File: config.mk
export PLATFORM = sky130hd
export DESIGN_NAME = rst_req_ctrl
export DESIGN_NICKNAME = d
export VERILOG_FILES = /design/src/rtl/rst_req_ctrl.sv
export SDC_FILE = /design/constraint.sdc
export NUM_CORES = 1
export LEC_CHECK = 0
export ABC_CLOCK_PERIOD_IN_PS = 1750
export CAP_MARGIN = 5
export CORE_AREA = 2 2 53 55
export DETAILED_ROUTE_END_ITERATION = 8
export DIE_AREA = 0 0 55 57
export HOLD_SLACK_MARGIN = 0.12
export MAX_ROUTING_LAYER = met4
export SLEW_MARGIN = 20
export SYNTH_ARGS = -nofsm -noshare
export SYNTH_HDL_FRONTEND = slang
export SYNTH_SLANG_ARGS = --single-unit
File: constraint.sdc
create_clock -name clk -period 1.75 [get_ports clk]
set_clock_uncertainty 0.15 [all_clocks]
set_input_delay 0.175 -clock clk [delete_from_list [all_inputs] [get_ports clk]]
set_output_delay 0.175 -clock clk [all_outputs]
set_load 0.005 [all_outputs]
File: src/rtl/rst_req_ctrl.sv
// rtl/rst_req_ctrl.sv - reset request sequencer with hold timer and sticky cause capture
// Rising edges on req_i start one handshaked low pulse on rst_req_no; cause_o records every edge.
module rst_req_ctrl #(
  parameter int NUM_SRC     = 3,
  parameter int HOLD_CYCLES = 16
) (
  input  logic               clk,
  input  logic               rst_ni,
  input  logic [NUM_SRC-1:0] req_i,
  input  logic               sys_rst_ni,
  input  logic               cause_clr_i,
  output logic               rst_req_no,
  output logic [NUM_SRC-1:0] cause_o,
  output logic               busy_o
);

  localparam int CNT_W = $clog2(HOLD_CYCLES + 1);
  localparam logic [CNT_W-1:0] CNT_LOAD = CNT_W'(HOLD_CYCLES - 1);
  localparam logic [CNT_W-1:0] CNT_ONE  = CNT_W'(1);

  typedef enum logic [1:0] {
    ST_IDLE,
    ST_ASSERT,
    ST_HOLD,
    ST_RELEASE
  } state_e;

  state_e             state_q, state_d;
  logic [CNT_W-1:0]   cnt_q, cnt_d;
  logic               rst_req_q, rst_req_d;
  logic               busy_q, busy_d;
  logic [NUM_SRC-1:0] cause_q, cause_d;
  logic [NUM_SRC-1:0] req_prev_q;
  logic               ack_meta_q, ack_q;
  logic [NUM_SRC-1:0] trig;

  // The downstream reset deasserts synchronously to its own domain, so it is re-synced here.
  always_ff @(posedge clk or negedge rst_ni) begin
    if (!rst_ni) begin
      ack_meta_q <= 1'b1;
      ack_q      <= 1'b1;
    end else begin
      ack_meta_q <= sys_rst_ni;
      ack_q      <= ack_meta_q;
    end
  end

  // All-ones reset keeps requests already high at power-on from triggering.
  always_ff @(posedge clk or negedge rst_ni) begin
    if (!rst_ni) begin
      req_prev_q <= '1;
    end else begin
      req_prev_q <= req_i;
    end
  end

  assign trig = req_i & ~req_prev_q;

  always_comb begin
    state_d = state_q;
    cnt_d   = cnt_q;
    unique case (state_q)
      ST_IDLE: begin
        if (|trig) begin
          state_d = ST_ASSERT;
        end
      end
      ST_ASSERT: begin
        if (!ack_q) begin
          state_d = ST_HOLD;
          cnt_d   = CNT_LOAD;
        end
      end
      ST_HOLD: begin
        if (cnt_q == '0) begin
          state_d = ST_RELEASE;
        end else begin
          cnt_d = cnt_q - CNT_ONE;
        end
      end
      ST_RELEASE: begin
        if (ack_q) begin
          state_d = ST_IDLE;
        end
      end
      default: begin
        state_d = ST_IDLE;
      end
    endcase

    // Outputs are decoded from the next state so they register alongside it.
    rst_req_d = !((state_d == ST_ASSERT) || (state_d == ST_HOLD));
    busy_d    = (state_d != ST_IDLE);

    cause_d = cause_q;
    if ((state_q == ST_IDLE) && cause_clr_i) begin
      cause_d = '0;
    end
    cause_d = cause_d | trig;
  end

  always_ff @(posedge clk or negedge rst_ni) begin
    if (!rst_ni) begin
      state_q   <= ST_IDLE;
      cnt_q     <= '0;
      rst_req_q <= 1'b1;
      busy_q    <= 1'b0;
      cause_q   <= '0;
    end else begin
      state_q   <= state_d;
      cnt_q     <= cnt_d;
      rst_req_q <= rst_req_d;
      busy_q    <= busy_d;
      cause_q   <= cause_d;
    end
  end

  assign rst_req_no = rst_req_q;
  assign busy_o     = busy_q;
  assign cause_o    = cause_q;

endmodule

==> run summary, run 1 <==
The max-slew violation total from the final report came out at 0. The share of synthesized area in the top cell type comes to 0.378. The CTS tree is yes. The die covers 3140 sq um. Once placement finished, the instance area stood at 953 sq um. In this run the most critical hold path is launched from req_i[1].

Data on the critical path is required at its endpoint by 1.85 ns. The final clock period utilization by the worst path is 1.04. STA classifies the critical path startpoint as a register. The number of setup violations in the final report is 1. The global route total overflow came out at 0. The final routed wirelength across all metal layers is 1.41 mm. The wire length on met3 came out at 46 um. The share of final-layout standard cells stronger than drive strength 1 is 0.387. The area growth from synthesis to layout is 44.0%. The synthesized net count came out at 71. The detailed router's first-iteration violation count is 7. The final hold violation count was 0.

0 antenna diodes ended up in the layout. The number of buffers between clock root and the deepest sink came out at 2. The clock sink count is 17. The number of global-route vias before repair is 634. The area occupied by multi-input gates came out at 282 sq um. The hold slack is 0.153 ns. The source-to-sink clock delay at the later pin of the worst-skew pair is 0.29 ns.

The placer's final routability congestion estimate came out at 0.823. Entering global routing, the biggest net connects 14 pins. The pre-antenna-repair detailed-routing pass consisted of 4 iterations. The count of vias placed by the detailed router is 585.

The effective utilization at floorplan came out at 0.278. The routed length on met2 came out at 697 um. The number of clock buffers added by TritonCTS is 3. The shortest period the worst path allows came out at 1.82 ns. The critical path is of the reg -> reg type.

The share of the Yosys chip area taken by registers is 0.595. After filler insertion, the fill cell instance count of the layout stands at 280. Across every metal layer, demand over resource in global routing totals 0.109. In the post-synthesis netlist, the biggest area contributors are dfrtp_1 38%, dfstp_2 22%, a21bo_2 4.1%. The count of synthesis-stage warnings from yosys came out at 0. After technology mapping, the gate count stands at 62. The area of the core came out at 2620 sq um.

In this run the core area contains 19 standard-cell rows. The kind of capture point of the worst setup path is a register. Summed over all nets, the half-perimeter wirelength after detailed placement is 1.06 mm. The critical path starts at cnt_q[1]$_DFFE_PN0P_. The number of placed I/O pins came out at 12. The initial antenna violation count was 0. The maximum level of the CTS H-tree came out at 1. The mapped netlist covers 728 sq um.

Summing all non-filler instances in the final layout gives an area of 1050 sq um. The run finished, with violations left. The reported leakage power is 0.456 nW. The design draws 0.00160 W. The post-route DRC violation count came out at 0. After detailed routing, the wire length on met1 is 636 um. The port buffer count came out at 11. The number of storage elements in the synthesis netlist is 17. The worst slack after detailed placement is -0.0396 ns. The first global-routing pass estimated 2.45 mm of wire. At the worst endpoint, the arrival time is 1.91 ns. The tree is rooted in a clkbuf_4. The tool flagged a number of max-cap violations equal to 0.

In this run the worst hold path is classified as in -> reg. The distinct cell type count after synthesis came out at 26. The number of vias per cell after detailed routing came out at 4.72. The critical-path maximum fanout came out at 2.

At the pin with the least slew margin, the transition time is 0.293 ns. In this run the critical register-to-register path is launched from cnt_q[1]$_DFFE_PN0P_. The final reports fail on negative setup slack.

The remaining number of nets flagged by the antenna check after routing is 0. The die outline width is 55 um. The per-instance average area after synthesis is 11.7 sq um.

The sequential cell area came out at 433 sq um. The highest ir drop seen on vdd is 1.18 mV. The routed length per instance is 11.4 um. Setup repair after global routing could not meet its margin everywhere.

Routed signal wires occupy layers up through met4. Dividing total power by cell area gives a power density of 1530 nW/um^2. The clock slew seen by the registers of the worst setup and hold paths is 0.10 ns. The height of the die came out at 57 um. The synthesized design spends more area on one cell type than any other, namely dfrtp_1. The peak clock frequency supported by timing is 550 MHz.

Across all setup checks in the final design, the least slack found is -0.0680 ns. In this run the tightest slew margin relative to its limit is 0.805. The net count of the finished layout came out at 103.
[synth_stat cells]
cell type and n:
and2_4 1, nor2_1 4, or3_1 1, dfstp_2 6, and2_2 1, o221ai_2 1, o211a_1 1, o211ai_1 1
clkbuf_1 1, dfrtp_1 11, nand3_1 2, or4b_1 1, or4b_4 1, nand3b_1 1, inv_1 5, and3_1 1
o211ai_2 1, nand2_1 4, a21bo_2 3, o311ai_0 1, inv_2 1, a21oi_1 1, o21ai_0 6, ha_1 2
nand4_1 1, nand2b_1 3
[final cells by class]
cell class | instances | area share
inverter | 6 | 0.0215
clock buffer | 4 | 0.0251
sequential | 17 | 0.413
tap | 31 | 0.0370
timing repair buffer | 28 | 0.235
multi-input combinational | 38 | 0.268
[per-stage QoR]
| step | cells | utilization | TNS (ns) |
|---|---|---|---|
| 2_1_floorplan | 62 | - | -0.0495 |
| 3_3_place_gp | 112 | 0.365 | -0.00868 |
| 3_5_place_dp | 112 | 0.365 | -0.0414 |
| 4_1_cts | 121 | 0.390 | -0.0559 |
| 5_1_grt | 124 | 0.401 | -0.327 |
| 6_report | 124 | 0.401 | -0.0680 |
[cell usage in the layout, fill, tap and decap left out]
| cell | instances |
|---|---|
| buf_4 | 14 |
| o21ai_0 | 6 |
| o311ai_1 | 1 |
| a21oi_1 | 1 |
| nand3_1 | 2 |
| or4b_1 | 1 |
| o221ai_2 | 1 |
| ha_4 | 1 |
| o211a_1 | 1 |
| o211ai_1 | 1 |
| nor2_1 | 4 |
| or4b_4 | 1 |
| clkdlybuf4s50_1 | 11 |
| inv_1 | 3 |
| o211ai_2 | 1 |
| and2_4 | 1 |
| or3_1 | 1 |
| clkbuf_1 | 1 |
| ha_1 | 1 |
| and2_2 | 1 |
| nand2b_1 | 3 |
| nand3b_1 | 1 |
| dfstp_2 | 6 |
| buf_6 | 1 |
| a21bo_2 | 3 |
| nand2_1 | 4 |
| dlygate4sd3_1 | 2 |
| nand4_1 | 1 |
| and3_1 | 1 |
| dfrtp_1 | 11 |
| inv_2 | 3 |
| clkbuf_4 | 3 |
[registers in the layout, indices dropped and copies added, names as in the netlist]
name        cells
busy_o          1
cnt_q           5
ack_meta_q      1
cause_o         3
req_prev_q      3
rst_req_no      1
state_q         2
ack_q           1
[path summary, 6_finish.rpt]
kind | slack [ns] | cells after the start | to
max | -0.07 | 7 | rst_req_no$_DFF_PN1_
min | 0.15 | 1 | req_prev_q[1]$_DFF_PN1_
max reg2reg | -0.07 | 7 | rst_req_no$_DFF_PN1_
min reg2reg | 0.21 | 0 | ack_q$_DFF_PN1_
max in group asynchronous | 0.46 | 3 | req_prev_q[0]$_DFF_PN1_
min in group asynchronous | 0.48 | 2 | busy_o$_DFF_PN0_
[kinds of logic after synthesis]
| logic type | share of synthesized area |
|---|---|
| buffers and inverters | 0.0361 |
| adders and majority gates | 0.0344 |
| and+or+nand+nor | 0.172 |
| AOI/OAI and AO/OA | 0.163 |
| DFF | 0.594 |
[report_power, final]
part / internal, W / switching, W
combinational: 0.000464 / 0.000291
sequential: 0.000527 / 0.000111
clock: 0.0000886 / 0.000121
total: 0.00108 / 0.000522
[worst max-delay path, cell delays in order (launching register included)]
cell and delay [ns]:
dfrtp_1 0.40, inv_2 0.08, ha_4 0.13, or4b_4 0.46, nand3b_1 0.13, nand3_1 0.09, ha_1 0.28, inv_1 0.05
[layer usage]
metal / global-route usage / vias to the layer above
li1: - / 281
met1: 0.148 / 283
met2: 0.153 / 17
met3: 0.0157 / 4
met4: 0.0627 / 0
met5: - / -
[timing repair]
action | CTS | global route
endpoints found under the hold margin | 3 | 1
buffers inserted | 4 | 2
resized for setup | 1 | 1
setup endpoints to repair | 3 | 6
hold buffers | 1 | 1
(Power assumes the default switching activity.)
==> run 2: changes to the inputs <==
--- a/config.mk
+++ b/config.mk
@@ -10,6 +10,7 @@
 export CORE_AREA = 2 2 53 55
 export DETAILED_ROUTE_END_ITERATION = 8
 export DIE_AREA = 0 0 55 57
+export GPL_ROUTABILITY_DRIVEN = 0
 export HOLD_SLACK_MARGIN = 0.12
 export MAX_ROUTING_LAYER = met4
 export SLEW_MARGIN = 20
==> results of run 2 <==
The final DEF is identical to that of run 1; final timing and power are the same.
